[src/rtl/score_tracker.sv]
// score_tracker: follows the game controller's score on the 100 ms tick.
// It converts the binary score to packed BCD one small step per tick,
// keeps the session best score, and runs the IDLE/PLAY/OVER phase FSM.
// It also drives a blink enable that flashes a new record after game over.
// Every output comes straight from a register.
// The phase output doubles as the FSM state for debug.
module score_tracker #(
  parameter int BLINK_TICKS = 5,  // ticks per blink half-period
  parameter int STEP_MAX    = 2   // BCD units added per tick while catching up (1..9)
) (
  input  logic        clk_100ms,
  input  logic        rst,
  input  logic [15:0] score,
  input  logic [1:0]  status,
  input  logic        game_over,
  output logic [15:0] cur_bcd,
  output logic [15:0] best_bcd,
  output logic [15:0] best_bin,
  output logic        new_record,
  output logic        blink,
  output logic [1:0]  phase,
  output logic        busy
);

  localparam int               CNT_W     = (BLINK_TICKS > 1) ? $clog2(BLINK_TICKS) : 1;
  localparam logic [CNT_W-1:0] CNT_LAST  = CNT_W'(BLINK_TICKS - 1);
  localparam logic [15:0]      STEP_CAP  = 16'(STEP_MAX);
  localparam logic [16:0]      BIN_LIMIT = 17'd9999;
  localparam logic [15:0]      BIN_SAT   = 16'd9999;
  localparam logic [15:0]      BCD_SAT   = 16'h9999;

  typedef enum logic [1:0] {
    PH_IDLE = 2'b00,
    PH_PLAY = 2'b01,
    PH_OVER = 2'b10
  } phase_t;

  phase_t r_phase;
  phase_t w_phase_next;

  logic [15:0]      r_score_prev;
  logic [15:0]      r_pending;
  logic [15:0]      r_cur_bin;
  logic [15:0]      r_cur_bcd;
  logic [15:0]      r_best_bin;
  logic [15:0]      r_best_bcd;
  logic             r_new_record;
  logic             r_busy;
  logic             r_blink;
  logic [CNT_W-1:0] r_blink_cnt;

  logic        w_restart;
  logic        w_sample;
  logic        w_score_up;
  logic        w_score_down;
  logic [15:0] w_delta;
  logic [16:0] w_pend_sum;
  logic [15:0] w_pend_eff;
  logic [15:0] w_base_bin;
  logic [15:0] w_base_bcd;
  logic [15:0] w_step;
  logic [16:0] w_bin_sum;
  logic [15:0] w_bcd_sum;
  logic        w_sat;
  logic [15:0] w_cur_bin_next;
  logic [15:0] w_cur_bcd_next;
  logic [15:0] w_pending_next;
  logic        w_best_beaten;
  logic        w_flash;

  // Add a single BCD digit value (0..9) into a 4-digit packed BCD number.
  // The carry ripples digit by digit. A carry out of the top digit is
  // dropped, because the binary limit check catches that case first.
  function automatic logic [15:0] bcd_add_small(input logic [15:0] bcd_in,
                                                input logic [3:0]  addend);
    logic [15:0] res;
    logic [4:0]  dsum;
    logic [3:0]  cin;
    res = bcd_in;
    cin = addend;
    for (int i = 0; i < 4; i++) begin
      dsum = {1'b0, bcd_in[4*i +: 4]} + {1'b0, cin};
      if (dsum > 5'd9) begin
        res[4*i +: 4] = 4'(dsum - 5'd10);
        cin           = 4'd1;
      end else begin
        res[4*i +: 4] = dsum[3:0];
        cin           = 4'd0;
      end
    end
    return res;
  endfunction

  // Status 01 and 10 mark a restart tick. Scores are only sampled once a game is live.
  assign w_restart = (status == 2'b01) || (status == 2'b10);
  assign w_sample  = (r_phase == PH_PLAY) || (r_phase == PH_OVER);
  assign w_flash   = (r_phase == PH_OVER) && r_new_record;

  // Work out the backlog, this tick's step, and the next display values.
  always_comb begin
    w_score_up   = score > r_score_prev;
    w_score_down = score < r_score_prev;
    w_delta      = score - r_score_prev;
    w_pend_sum   = {1'b0, r_pending} + {1'b0, w_delta};
    w_pend_eff   = r_pending;
    w_base_bin   = r_cur_bin;
    w_base_bcd   = r_cur_bcd;
    if (w_score_up) begin
      w_pend_eff = w_pend_sum[16] ? 16'hFFFF : w_pend_sum[15:0];
    end else if (w_score_down) begin
      // A falling score means a new count started upstream.
      // Rebuild the display from zero.
      w_pend_eff = score;
      w_base_bin = 16'd0;
      w_base_bcd = 16'd0;
    end
    w_step    = (w_pend_eff < STEP_CAP) ? w_pend_eff : STEP_CAP;
    w_bin_sum = {1'b0, w_base_bin} + {1'b0, w_step};
    w_bcd_sum = bcd_add_small(w_base_bcd, w_step[3:0]);
    w_sat     = w_bin_sum > BIN_LIMIT;
    if (w_sat) begin
      // Pin at 9999 and drop the backlog.
      // Later increments re-enter this branch, so the display stays put until restart.
      w_cur_bin_next = BIN_SAT;
      w_cur_bcd_next = BCD_SAT;
      w_pending_next = 16'd0;
    end else begin
      w_cur_bin_next = w_bin_sum[15:0];
      w_cur_bcd_next = w_bcd_sum;
      w_pending_next = w_pend_eff - w_step;
    end
    w_best_beaten = w_cur_bin_next > r_best_bin;
  end

  // Phase FSM next state. A restart overrides every other event.
  always_comb begin
    w_phase_next = r_phase;
    if (w_restart) begin
      w_phase_next = PH_IDLE;
    end else begin
      case (r_phase)
        PH_IDLE: w_phase_next = PH_PLAY;
        PH_PLAY: if (game_over) w_phase_next = PH_OVER;
        PH_OVER: w_phase_next = PH_OVER;
        default: w_phase_next = PH_IDLE;
      endcase
    end
  end

  // Phase FSM state register.
  always_ff @(posedge clk_100ms or negedge rst) begin
    if (!rst) begin
      r_phase <= PH_IDLE;
    end else begin
      r_phase <= w_phase_next;
    end
  end

  // Score datapath: sampling, catch-up step, and best-score tracking.
  always_ff @(posedge clk_100ms or negedge rst) begin
    if (!rst) begin
      r_score_prev <= 16'd0;
      r_pending    <= 16'd0;
      r_cur_bin    <= 16'd0;
      r_cur_bcd    <= 16'd0;
      r_best_bin   <= 16'd0;
      r_best_bcd   <= 16'd0;
      r_new_record <= 1'b0;
      r_busy       <= 1'b0;
    end else if (w_restart) begin
      r_score_prev <= 16'd0;
      r_pending    <= 16'd0;
      r_cur_bin    <= 16'd0;
      r_cur_bcd    <= 16'd0;
      r_new_record <= 1'b0;
      r_busy       <= 1'b0;
    end else if (w_sample) begin
      r_score_prev <= score;
      r_pending    <= w_pending_next;
      r_cur_bin    <= w_cur_bin_next;
      r_cur_bcd    <= w_cur_bcd_next;
      r_busy       <= (w_pending_next != 16'd0);
      if (w_best_beaten) begin
        r_best_bin   <= w_cur_bin_next;
        r_best_bcd   <= w_cur_bcd_next;
        r_new_record <= 1'b1;
      end
    end
  end

  // Record flash: toggle blink each time the half-period counter wraps.
  // Outside the flash, the display is held steady.
  always_ff @(posedge clk_100ms or negedge rst) begin
    if (!rst) begin
      r_blink_cnt <= '0;
      r_blink     <= 1'b1;
    end else if (!w_restart && w_flash) begin
      if (r_blink_cnt == CNT_LAST) begin
        r_blink_cnt <= '0;
        r_blink     <= ~r_blink;
      end else begin
        r_blink_cnt <= r_blink_cnt + 1'b1;
      end
    end else begin
      r_blink_cnt <= '0;
      r_blink     <= 1'b1;
    end
  end

  assign cur_bcd    = r_cur_bcd;
  assign best_bcd   = r_best_bcd;
  assign best_bin   = r_best_bin;
  assign new_record = r_new_record;
  assign blink      = r_blink;
  assign phase      = r_phase;
  assign busy       = r_busy;

endmodule

[config.mk]
export PLATFORM = sky130hd
export DESIGN_NAME = score_tracker
export DESIGN_NICKNAME = d
export VERILOG_FILES = /design/src/rtl/score_tracker.sv
export SDC_FILE = /design/constraint.sdc
export NUM_CORES = 1
export LEC_CHECK = 0
export CAP_MARGIN = 25
export CORE_MARGIN = 2
export CORE_UTILIZATION = 40
export CTS_BUF_LIST = sky130_fd_sc_hd__clkbuf_2
export CTS_CLUSTER_SIZE = 12
export DETAILED_ROUTE_END_ITERATION = 8
export SLEW_MARGIN = 20
export SYNTH_ARGS = -nofsm -noshare
export SYNTH_HDL_FRONTEND = slang
export SYNTH_SLANG_ARGS = --single-unit
export TNS_END_PERCENT = 10
[constraint.sdc]
create_clock -name clk_100ms -period 11.9 [get_ports clk_100ms]
set_input_delay 2.38 -clock clk_100ms [delete_from_list [all_inputs] [get_ports clk_100ms]]
set_output_delay 2.38 -clock clk_100ms [all_outputs]
set_load 0.1 [all_outputs]
==> metrics.cfg, run 1 <==
[run_status]
outcome=complete, no violations

[yosys]
ys_async_sr_fraction=1.000
synth_seq_cells=104
synth_top_flop_cell=dfrtp_1
ys_types=81
ys_warn_count=0
syn_inst=1050
syn_avg_cell_area_sq_um=8.446
synth_edf_count=0
yosysSeqAreaShare=0.2936
synth_area_sq_um=8869

[final_layout]
final_common_cell=buf_4
final-seq-area_sq_um=2604
final_cell_mix=143 x buf_4, 125 x nor2_1, 103 x dfrtp_1
fill_cells=2105
final_layout_size_suffix_gt1_frac=0.2030
multiInputGateArea_sq_um=6301
area_delta_synth_final_pct=29.78
finalInstanceArea_sq_um=11510
final_nets=1363

[die]
initial_utilization=0.4064
dieArea_sq_um=23380
core_sq_um=21820
io_pins=74
rows=54
die_x_um=152.9
die_h_um=152.9

[critical_path]
startpoint_type=input pin
crit_required_ns=12.50
crit_buf_inv=4
crit_start=score[5]
cp-end-kind=flop
critical_path_arrival_ns=12.10
critical-path-top-delay-family=adder cells
r2r_slack_ns=1.94
max_stage_delay_ns=0.48
r2r_start=r_score_prev[1]
cp_slowest_cell=o41a_2
crit_type=in -> reg
worstSetupPathDepth=55
cp_max_fo=7
crit_top_cell=ha_2
reg2regPathDepth=59
regToRegEndpoint=cur_bcd[14]

[cts]
cts_buffers=9
h-tree-depth=3
root_buffer=clkbuf_2
clkTransAtPathRegs_ns=0.34
clk_path_buf_depth=2
clock_latency_ns=0.68
cts.sinks=104
cts_tree=yes

[min_path]
hold_class=reg -> reg
holdPathEnd=r_blink_cnt[0]
min_path_cells=1
worst_hold_startpoint=r_blink_cnt[0]

[sta]
hold_viol_final=0
period_needed_ns=11.50
slew_viol_final=0
fmax_mhz=86.97
worst_slew_pin_slew_ns=1.029
period_share=0.9663
slew_headroom=0.3119
setup_viol=0
skew_ns=0.05398

[detailed_routing]
drc=0
viasPerCell=5.368
antenna_left=0
wire_per_inst_um=16.58
wirelength_um=25480
first_iter_violations=503
drt-pass1-iter-count=5
via_count=8251

[placement]
dp_hpwl_um=18760
placed_area_sq_um=10980
port_buffers=73
routabilityCongestion=0.9031

[power]
irDropWorstVdd_v=0.0001997
power_uw=3264
powerDensity_nw_per_um2=283.5
leakagePower_uw=0.005163

[global_route]
grtUsageTotal=0.2126
grt_pass1_vias=8158
grt_max_degree=71
antenna_found_initial=1
grt_pass1_wl_um=41030
grt-ovfl-total=0

[run]
cap_violations=0

-- synthesized netlist by cell type (10+ instances only) --
master    number  area share
a211oi_1      13       0.011
a21o_1        20       0.017
a21oi_1       71       0.040
and2_1        33       0.023
and3_1        10      0.0071
buf_1         12      0.0051
clkbuf_1      22      0.0093
dfrtp_1      103        0.29
ha_1          87        0.12
inv_1         58       0.025
mux2i_1       33       0.037
nand2_1       93       0.039
nand2b_1      11      0.0078
nand3_1       26       0.015
nor2_1       129       0.055
nor2b_1       12      0.0085
nor3_1        15      0.0085
o211ai_1      13       0.011
o21a_1        14       0.012
o21ai_0       39       0.022
xnor2_1       31       0.031
xor2_1        26       0.026
-- cell type report --
class / instances / area share
Antenna cell: 1 / 0.0002174
Clock buffer: 9 / 0.003913
Clock inverter: 7 / 0.01098
Inverter: 58 / 0.01892
Multi-Input combinational cell: 859 / 0.5474
Sequential cell: 104 / 0.2262
Tap cell: 280 / 0.03044
Timing Repair Buffer: 219 / 0.1619
-- report_power, final --
| group | total (uW) | internal (uW) | switching (uW) | leakage (uW) |
|---|---|---|---|---|
| sequential | 526 | 452 | 73.3 | 0.00137 |
| clock | 228 | 76.7 | 151 | 0.0000950 |
| combinational | 2510 | 977 | 1530 | 0.00370 |
| total | 3260 | 1510 | 1760 | 0.00516 |
-- through the flow --
step,worst slack [ns],utilization,TNS (ns),std cells,hold WS (ns)
floorplan,0.002660,-,0,1067,0.4379
global placement,-0.3709,0.5030,-2.581,1505,0.4529
detailed placement,-0.6295,0.5030,-6.263,1505,0.4595
CTS,0.1359,0.5108,0,1521,0.4869
global route,-0.08540,0.5274,-0.3072,1537,0.4927
finish,0.4011,0.5274,0,1537,0.4856
-- flip-flops by register name (all words and copies together) (netlist names) --
name and cells:
busy 1, r_cur_bin 16, r_blink_cnt 3, r_score_prev 16, cur_bcd 16, best_bcd 16, blink 1, new_record 1
phase 2, best_bin 16, r_pending 16
-- kinds of logic (layout without fill, tap and decap cells) --
kind of cell | Yosys count | in the layout | share of synthesized area
simple gates | 375 | 375 | 0.2040
compound gates | 276 | 276 | 0.2167
flops | 104 | 104 | 0.2936
buf+inv | 104 | 293 | 0.04853
fa+ha+maj | 91 | 91 | 0.1318
xor+xnor | 57 | 57 | 0.05629
mux | 42 | 42 | 0.04867
other cells | 1 | 19 | 0.0004228
-- worst register-to-register path, delay by kind of cell (launching register included) --
family          cells  cell delay, ns
fa+ha+maj          14            3.13
compound gates     20            3.03
simple gates       14            1.75
xor+xnor            5            0.79
buf+inv             5            0.53
flops               1            0.47
mux                 1            0.25
-- per-layer routing --
metal	vias to the layer above	wire, um	global-route usage
met1	3950	12700	0.2985
met4	0	300	0.04453
li1	4133	-	-
met2	149	11650	0.3464
met5	-	0	0
met3	19	826	0.03572
-- timing repair --
action / 4_1_cts / 5_1_grt
buffers inserted: 0 / 13
hold buffers: 0 / 0
endpoints found under the setup margin: 0 / 29
resized for setup: 0 / 44
-- how the worst max path moves through the flow --
| stage | end | slack, ns |
|---|---|---|
| floorplan | best_bcd[15] | 0.003 |
| global placement | best_bcd[15] | -0.37 |
| detailed placement | best_bcd[15] | -0.63 |
| CTS | cur_bcd[15] | 0.14 |
| global route | cur_bcd[14] | -0.09 |
| finish | cur_bcd[14] | 0.40 |
(Power assumes the default switching activity.)
==> run 2, diff against run 1 <==
- clock period: 11.9 -> 11.1 ns (I/O delays scaled with it)
==> run 2 against run 1 <==
Net effect: via count grew 3.1%; first-iteration DRC count shrank 5.0%; routed wire length grew 0.79%; global-route usage grew 0.73 points; final cell count grew 3.4%; setup slack lost 0.33 ns; utilization grew 2.7 points; non-clock buffer count grew 52; critical path depth grew 5; combinational power grew 14%; clock skew shrank 0.0044 ns; critical endpoint is now best_bcd[15]; largest cell class unchanged; highest routed layer unchanged.
==> metrics.cfg, run 2 (synthesized netlist as in run 1, its figures left out) <==
[critical_path]
crit_top_cell=ha_2
crit_type=in -> reg
max_stage_delay_ns=0.40
reg2regPathDepth=60
r2r_start=r_score_prev[1]
cp-end-kind=flop
crit_start=score[1]
critical_path_arrival_ns=11.67
crit_required_ns=11.74
startpoint_type=input pin
cp_slowest_cell=fa_2
cp_max_fo=5

[die]
initial_utilization=0.4064
die_x_um=152.9
dieArea_sq_um=23380
rows=54
die_h_um=152.9
core_sq_um=21820
io_pins=74

[sta]
worst_slew_pin_slew_ns=1.042
fmax_mhz=90.66
slew_headroom=0.3034
setup_tns_ns=0
finalWorstSetupSlack_ns=0.06994
period_needed_ns=11.03
hold_viol_final=0
setup_viol=0
period_share=0.9937
skew_ns=0.04959
slew_viol_final=0
rsz0062_at_grt=yes

[global_route]
grt_pass1_wl_um=42460
grt-ovfl-total=0
grtUsageTotal=0.2199
antenna_found_initial=2
grt_pass1_vias=8484
grt_max_degree=66

[run]
cap_violations=0

[detailed_routing]
first_iter_violations=478
drc=0
wirelength_um=25680
antenna_left=0
wire_per_inst_um=16.15
via_count=8505
viasPerCell=5.349
drt-pass1-iter-count=5

[final_layout]
final_nets=1415
final_common_cell=buf_4
final_cell_mix=195 x buf_4, 125 x nor2_1, 103 x dfrtp_1
area_delta_synth_final_pct=36.31
fill_cells=2032
final_layout_size_suffix_gt1_frac=0.2576
postLayoutCoreUtil=0.5540

[min_path]
worst_hold_startpoint=r_blink_cnt[0]
min_path_cells=1
hold_class=reg -> reg

[power]
powerDensity_nw_per_um2=300.6
power_uw=3634
leakagePower_uw=0.005479
irDropWorstVdd_v=0.0003858

[placement]
routabilityCongestion=0.8897
dpl_worst_slack_ns=-1.170
port_buffers=73
dp_hpwl_um=19190

[cts]
clock_latency_ns=0.68
clkTransAtPathRegs_ns=0.37
root_buffer=clkbuf_2
cts_buffers=9
cts.sinks=104
h-tree-depth=3
cts_tree=yes
clk_path_buf_depth=2

[run_status]
outcome=complete, no violations

## run 2: changes by cell type in the layout (fill, tap and decap cells not counted), sizes merged
cell | before | now
bufinv | 2 | 0
buf | 146 | 200
clkdlybuf4s50 | 70 | 64
inv | 59 | 60
diode | 1 | 2
clkdlybuf4s15 | 0 | 1
dlymetal6s2s | 2 | 5
clkinv | 4 | 5
## run 2: area by class of cell
type                       instances  area (sq um)  share of cell area
clock inverter                     7         93.84            0.007762
antenna                            2         5.005           0.0004140
clock buffer                       9         45.04            0.003726
timing repair buffer             271          2251              0.1862
multi-input combinational        859          6523              0.5395
sequential                       104          2604              0.2154
inverter                          58         217.7             0.01801
tap                              280         350.3             0.02898
## run 2: worst max-delay path: cells and delay by family
family,cells,cell delay [ns]
AOI/OAI and AO/OA,21,3.44
xor gates and xnor gates,6,0.87
adders and majority gates,13,2.90
buffers and inverters,6,0.65
and+or+nand+nor,14,1.64
## run 2: power breakdown
group	internal, uW	switching (uW)
logic	1170	1690
registers	485	81.9
clock network	42.2	167
## run 2: final timing paths
path                                  end  slack, ns
setup / recovery             best_bcd[15]       0.07
hold / removal             r_blink_cnt[0]       0.50
setup reg to reg             best_bcd[15]       1.15
hold reg to reg            r_blink_cnt[0]       0.50
max in group asynchronous      cur_bcd[0]       8.40
min in group asynchronous    best_bin[15]       1.45
## run 2: per-layer routing
metal | part of all wire | track usage
met5 | 0 | 0
met4 | 0.019 | 0.05556
met3 | 0.040 | 0.03431
met2 | 0.45 | 0.3547
met1 | 0.49 | 0.3095
## run 2: stage by stage
step / hold slack, ns / area [sq um] / std cells
global route: 0.5264 / 12090 / 1590
global placement: 0.4618 / 11420 / 1543
CTS: 0.4995 / 11760 / 1574
floorplan: 0.4379 / 9231 / 1067
finish: 0.5038 / 12090 / 1590
detailed placement: 0.4674 / 11420 / 1543
## run 2: repair_timing
action                     4_1_cts  5_1_grt
hold buffers                     0        0
setup buffers                   16       14
setup endpoints to repair       14       36
gates resized for setup         19       47
pin swaps                       34       51
